==> src/rtl/pll_supervisor.sv <==
// pll_supervisor: sequences the main rPLL from the 27 MHz reference clock.
// It pulses the PLL reset and qualifies lock over a stability window.
// System reset is released only once lock has been stable for that window.
// A lock timeout triggers a bounded number of retries and then parks in FAULT.
// Loss of lock while running re-sequences the PLL.
// Optional feature: define PLL_SUP_LOSS_COUNT_EN to add o_lock_loss_count,
// a saturating 8-bit count of lock losses seen while running.
module pll_supervisor #(
  parameter int RESET_PULSE_CYCLES  = 27,
  parameter int LOCK_STABLE_CYCLES  = 2700,
  parameter int LOCK_TIMEOUT_CYCLES = 270000,
  parameter int MAX_RETRIES         = 3
) (
  input  logic                             i_clk,
  input  logic                             i_rst_n,
  input  logic                             i_pll_lock,
  input  logic                             i_restart,
  output logic                             o_pll_reset,
  output logic                             o_sys_rst_n,
  output logic                             o_ready,
  output logic                             o_fault,
`ifdef PLL_SUP_LOSS_COUNT_EN
  output logic [7:0]                       o_lock_loss_count,
`endif
  output logic [$clog2(MAX_RETRIES+1)-1:0] o_retry_count
);

  localparam int PW = $clog2(RESET_PULSE_CYCLES + 1);
  localparam int SW = $clog2(LOCK_STABLE_CYCLES + 1);
  localparam int TW = $clog2(LOCK_TIMEOUT_CYCLES + 1);
  localparam int RW = $clog2(MAX_RETRIES + 1);

  localparam logic [PW-1:0] PULSE_LAST   = PW'(RESET_PULSE_CYCLES - 1);
  localparam logic [SW-1:0] STABLE_LAST  = SW'(LOCK_STABLE_CYCLES - 1);
  localparam logic [TW-1:0] TIMEOUT_LAST = TW'(LOCK_TIMEOUT_CYCLES - 1);
  localparam logic [RW-1:0] RETRY_MAX    = RW'(MAX_RETRIES);

  typedef enum logic [2:0] {
    RESET_PLL = 3'd0,
    WAIT_LOCK = 3'd1,
    STABLE    = 3'd2,
    RUN       = 3'd3,
    FAULT     = 3'd4
  } state_t;

  state_t        r_state;
  state_t        w_nextState;
  logic          r_lockMeta;
  logic          r_lockSync;
  logic [PW-1:0] r_pulseCnt;
  logic [PW-1:0] w_pulseNext;
  logic [SW-1:0] r_stableCnt;
  logic [SW-1:0] w_stableNext;
  logic [TW-1:0] r_timeoutCnt;
  logic [TW-1:0] w_timeoutNext;
  logic [RW-1:0] r_retryCnt;
  logic [RW-1:0] w_retryNext;
  logic [RW-1:0] w_retryInc;
  logic          w_lossEvent;
  logic          r_pllReset;
  logic          r_sysRstN;
  logic          r_ready;
  logic          r_fault;

  assign w_retryInc = r_retryCnt + RW'(1);

  // Two-flop synchronizer: only r_lockSync is ever used by the sequencer.
  always_ff @(posedge i_clk or negedge i_rst_n) begin
    if (!i_rst_n) begin
      r_lockMeta <= 1'b0;
      r_lockSync <= 1'b0;
    end else begin
      r_lockMeta <= i_pll_lock;
      r_lockSync <= r_lockMeta;
    end
  end

  // Next-state and counter update; a timeout beats lock qualification, and restart beats everything.
  always_comb begin
    w_nextState   = r_state;
    w_pulseNext   = r_pulseCnt;
    w_stableNext  = r_stableCnt;
    w_timeoutNext = r_timeoutCnt;
    w_retryNext   = r_retryCnt;
    w_lossEvent   = 1'b0;

    case (r_state)
      RESET_PLL: begin
        if (r_pulseCnt == PULSE_LAST) begin
          w_nextState   = WAIT_LOCK;
          w_pulseNext   = '0;
          w_timeoutNext = '0;
          w_stableNext  = '0;
        end else begin
          w_pulseNext = r_pulseCnt + PW'(1);
        end
      end

      WAIT_LOCK, STABLE: begin
        if (r_timeoutCnt == TIMEOUT_LAST) begin
          w_retryNext   = w_retryInc;
          w_timeoutNext = '0;
          w_stableNext  = '0;
          w_pulseNext   = '0;
          w_nextState   = (w_retryInc == RETRY_MAX) ? FAULT : RESET_PLL;
        end else begin
          w_timeoutNext = r_timeoutCnt + TW'(1);
          if (!r_lockSync) begin
            w_nextState  = WAIT_LOCK;
            w_stableNext = '0;
          end else if (r_state == WAIT_LOCK) begin
            if (LOCK_STABLE_CYCLES == 1) begin
              w_nextState  = RUN;
              w_retryNext  = '0;
              w_stableNext = '0;
            end else begin
              w_nextState  = STABLE;
              w_stableNext = SW'(1);
            end
          end else if (r_stableCnt == STABLE_LAST) begin
            w_nextState  = RUN;
            w_retryNext  = '0;
            w_stableNext = '0;
          end else begin
            w_stableNext = r_stableCnt + SW'(1);
          end
        end
      end

      RUN: begin
        w_retryNext = '0;
        if (!r_lockSync) begin
          w_nextState = RESET_PLL;
          w_pulseNext = '0;
          w_lossEvent = 1'b1;
        end
      end

      FAULT: begin
        w_nextState = FAULT;
      end

      default: begin
        w_nextState   = RESET_PLL;
        w_pulseNext   = '0;
        w_stableNext  = '0;
        w_timeoutNext = '0;
        w_retryNext   = '0;
      end
    endcase

    if (i_restart) begin
      w_nextState   = RESET_PLL;
      w_pulseNext   = '0;
      w_stableNext  = '0;
      w_timeoutNext = '0;
      w_retryNext   = '0;
    end
  end

  // State, counters and Moore outputs; outputs are decoded from the next state so they change with it.
  always_ff @(posedge i_clk or negedge i_rst_n) begin
    if (!i_rst_n) begin
      r_state      <= RESET_PLL;
      r_pulseCnt   <= '0;
      r_stableCnt  <= '0;
      r_timeoutCnt <= '0;
      r_retryCnt   <= '0;
      r_pllReset   <= 1'b1;
      r_sysRstN    <= 1'b0;
      r_ready      <= 1'b0;
      r_fault      <= 1'b0;
    end else begin
      r_state      <= w_nextState;
      r_pulseCnt   <= w_pulseNext;
      r_stableCnt  <= w_stableNext;
      r_timeoutCnt <= w_timeoutNext;
      r_retryCnt   <= w_retryNext;
      r_pllReset   <= (w_nextState == RESET_PLL) || (w_nextState == FAULT);
      r_sysRstN    <= (w_nextState == RUN);
      r_ready      <= (w_nextState == RUN);
      r_fault      <= (w_nextState == FAULT);
    end
  end

  assign o_pll_reset   = r_pllReset;
  assign o_sys_rst_n   = r_sysRstN;
  assign o_ready       = r_ready;
  assign o_fault       = r_fault;
  assign o_retry_count = r_retryCnt;

`ifdef PLL_SUP_LOSS_COUNT_EN
  logic [7:0] r_lossCnt;

  // Saturating count of lock losses out of RUN; only the async reset clears it.
  always_ff @(posedge i_clk or negedge i_rst_n) begin
    if (!i_rst_n) begin
      r_lossCnt <= 8'd0;
    end else if (w_lossEvent && (r_lossCnt != 8'hFF)) begin
      r_lossCnt <= r_lossCnt + 8'd1;
    end
  end

  assign o_lock_loss_count = r_lossCnt;
`endif

endmodule

==> config.mk <==
export PLATFORM = sky130hd
export DESIGN_NAME = pll_supervisor
export DESIGN_NICKNAME = d
export VERILOG_FILES = /design/src/rtl/pll_supervisor.sv
export SDC_FILE = /design/constraint.sdc
export NUM_CORES = 1
export LEC_CHECK = 0
export ABC_AREA = 1
export CAP_MARGIN = 30
export CORE_MARGIN = 2
export CORE_UTILIZATION = 45
export CTS_BUF_LIST = sky130_fd_sc_hd__clkbuf_4
export DETAILED_ROUTE_END_ITERATION = 12
export GPL_TIMING_DRIVEN = 0
export PLACE_DENSITY = 0.73
export SYNTH_ARGS = -nofsm -noshare
export SYNTH_HDL_FRONTEND = slang
export SYNTH_SLANG_ARGS = --single-unit
==> constraint.sdc <==
create_clock -name i_clk -period 1.5 [get_ports i_clk]
set_input_delay 0.3 -clock i_clk [delete_from_list [all_inputs] [get_ports i_clk]]
set_output_delay 0.3 -clock i_clk [all_outputs]
set_load 0.01 [all_outputs]
==> key figures <==
CTS
  • Clock Path Buffers: 2
  • # clock sinks: 46
  • CTS Root Cell: clkbuf_4
  • CTS tree: yes
  • CTS buffer count: 5
  • Clk_lat worst skew: 0.37 ns
  • H-Tree Depth: 2
  • Clk slew on worst S/H paths: 0.14 ns

Place
  • Placed cell areas: 3130 um^2
  • Placed insts: 506
  • HPWL Detailed: 5080 um
  • I/O Buffers: 9
  • Gpl congestion: 0.919

Synthesis
  • Post-synthesis async set-or-reset flop share: 100%
  • Main combinational cell family by area after synthesis: simple AND/OR/NAND/NOR gates
  • Top-count cell post-synth: nand2_1
  • Top cells by area, synth: dfrtp_1 (39%), nand2_1 (17%), inv_1 (6.8%), nor2_1 (6.8%), nand4_1 (5.4%)
  • Largest area contributor in the netlist: dfrtp_1
  • Sequential share of the synthesized area: 39.5%
  • Adder-cell share of the synthesized area: 2.15%
  • Post-synthesis xor/xnor area fraction: 3.91%
  • Post-Syn Instances: 419
  • Mean area per synthesized cell: 6.95 um^2
  • Multiplexer share of the synthesized area: 0.343%
  • Syn. warnings: 0
  • Synth cell count leaders: nand2_1 (129), inv_1 (53), nor2_1 (53), dfrtp_1 (45), nand3_1 (29)
  • Synthesized flop and latch total: 46
  • EDFF count, synth: 0
  • Syn nets: 428
  • Synth Area in Simple Gates: 40.1%
  • Post-synth top flop: dfrtp_1
  • Complex-gate fraction of the synthesized area: 5.20%
  • Top cell type's share of synthesized area: 38.6%
  • Yosys cell types: 30
  • Mapped cell area: 2910 um^2

Floorplanning
  • Core Area: 6310 um^2
  • Die area: 7140 um^2
  • DIE HEIGHT: 84.5 um
  • Num rows: 29
  • Num ports: 10
  • Initial Util: 46.2%
  • Die W: 84.5 um

Worst hold path
  • Worst hold path endpoint: o_fault
  • Min-Delay Startpoint: i_restart
  • Worst hold path class: input pin to flop
  • Hold Path Stages: 2

STA
  • Slew Limit Fails: 0
  • RSZ-0062 raised after global routing: yes
  • Final setup TNS: -3.14 ns
  • Final hold violations: 0
  • Final Setup Violations: 29
  • F_max: 0.583 GHz
  • Final period util: 114%
  • Clk_skew: 0.00773 ns
  • Final worst path period need: 1.71 ns
  • Worst Max-Slew Pin Slew: 0.618 ns
  • Final worst slack: -0.214 ns
  • Worst slew margin: 58.8%

Route
  • Final WL: 8140 um
  • DR pass1 iterations: 4
  • DR DRC count: 0
  • Drt via density: 5.54
  • Routed via count: 3030
  • Iteration-0 DRC Markers: 212
  • Final ANT Viol Nets: 0
  • WL per Instance: 14.9 um

GRT
  • GRT Residual Overflow: 0
  • First-pass GRT wire length: 13000 um
  • Largest net degree at the start of global routing: 29
  • Total GRT Usage: 22.3%
  • Vias in the first global route: 2876
  • Initial antenna violation count: 0

Outcome
  • Violated checks: negative setup slack
  • Run status: finished with violations

Final layout
  • Fin nets: 478
  • Fraction of layout cells with a size suffix above 1: 28.3%
  • Area Growth Syn to Fin: 30.0%
  • Design Area, Final: 3790 um^2
  • Fillers: 531
  • ANT cells: 0
  • Final non-filler cell total: 547

Run
  • Max cap viols: 0

Pwr
  • Peak VDD IR: 501 uV
  • P per Cell Area: 550 nW/um^2
  • Leak Pwr: 1.81 nW

Critical path
  • Worst-path maximum fanout: 8
  • CP Class: flop to flop
  • Worst r2r src: r_state[1]
  • Reg2reg end: r_timeoutCnt[5]
  • Crit path required time: 1.79 ns
  • Worst EP arrival: 2.01 ns
  • Critical Path Sink Type: flop
  • Reg2Reg Depth: 11
  • Reg-to-reg setup timing slack: -0.21 ns
  • Startpoint types: flop
==> kinds of logic (layout without fill, tap and decap cells) <==
family / count (synthesis) / after routing
DFF: 46 / 46
AOI/OAI and AO/OA: 28 / 28
muxes: 1 / 1
buffers and inverters: 64 / 115
and+or+nand+nor: 262 / 262
xor gates and xnor gates: 13 / 13
adders and majority gates: 5 / 5
==> worst max-delay path by stage <==
stage	depth (start not counted)	endpoint	slack, ns	start
after floorplan	10	r_stableCnt[10]	-0.008	r_timeoutCnt[0]
after global routing	11	r_timeoutCnt[5]	-0.29	r_state[1]
final	11	r_timeoutCnt[5]	-0.21	r_state[1]
after global placement	1	r_lockSync	-1.20	i_rst_n
after detailed placement	10	r_timeoutCnt[18]	-0.57	i_restart
after CTS	11	r_timeoutCnt[18]	-0.18	r_pulseCnt[0]
==> power breakdown <==
part           total [W]  switching (W)  internal [W]
clock           0.000629       0.000434      0.000196
combinational   0.000192       0.000112     0.0000795
sequential       0.00126      0.0000115       0.00125
total            0.00208       0.000557       0.00152
==> routing by layer <==
layer / vias up / wire [um] / global-route usage [%]
met1: 1440 / 3390 / 28.7
met2: 116 / 4040 / 38.6
met5: - / 0 / 0
met4: 0 / 235 / 8.37
li1: 1448 / - / -
met3: 26 / 485 / 2.75
==> area by class of cell <==
cell class                      instances  area [um^2]  area share [%]
Buffer                                  7         68.8            1.82
Clock buffer                            6         45.0            1.19
Clock inverter                          2         8.76           0.231
Inverter                               57          221            5.85
Multi-Input combinational cell        309         1800            47.5
Sequential cell                        46         1160            30.5
Tap cell                               77         96.3            2.54
Timing Repair Buffer                   43          393            10.4
==> sequential cells by signal (all words and copies together) (netlist names) <==
name           count
o_fault            1
o_pll_reset        1
o_ready            1
o_retry_count      2
r_lockMeta         1
r_lockSync         1
r_pulseCnt         5
r_stableCnt       12
r_state            3
r_timeoutCnt      19
==> critical path, stage by stage (launching register included) <==
cell	delay, ns
dfrtp_2	0.48
inv_2	0.08
nand2_4	0.06
nor2_4	0.09
nand2_2	0.07
nor2_4	0.14
nor2_4	0.05
buf_12	0.14
buf_12	0.14
buf_6	0.11
buf_6	0.11
o21ai_1	0.16
==> layout by cell type (no fill, tap or decap), drive strengths merged <==
cell type,instances
xnor2,2
nand3b,3
o2111ai,1
mux2i,1
dlygate4sd2,5
dlygate4sd3,1
clkinv,2
dlymetal6s2s,1
xor2,11
nor2,60
a22oi,1
ha,5
inv,57
buf,39
nand2,131
clkdlybuf4s15,1
clkbuf,8
dfstp,1
dfrtp,45
nor3,10
a21oi,4
clkdlybuf4s50,1
o21ai,21
o22ai,1
nand4,25
nand3,33
==> what timing repair did <==
action / CTS / global route
buffers inserted: 18 / 13
resized for setup: 36 / 82
cloned: 0 / 1
setup endpoints to repair: 50 / 45
endpoints found under the hold margin: 18 / 0
pin swaps: 12 / 18
hold buffers: 1 / 0
==> per-stage QoR <==
step / power, W / utilization, % / hold WS, ns / setup slack, ns
detailed placement: 0.00140 / 49.6 / 0.286 / -0.573
global route: 0.00216 / 60.0 / 0.246 / -0.293
floorplan: 0.00134 / - / 0.00441 / -0.00810
global placement: 0.00140 / 49.4 / 0.334 / -1.20
finish: 0.00208 / 60.0 / 0.242 / -0.214
CTS: 0.00203 / 54.4 / 0.350 / -0.184
Power figures use the tool's default switching activity.
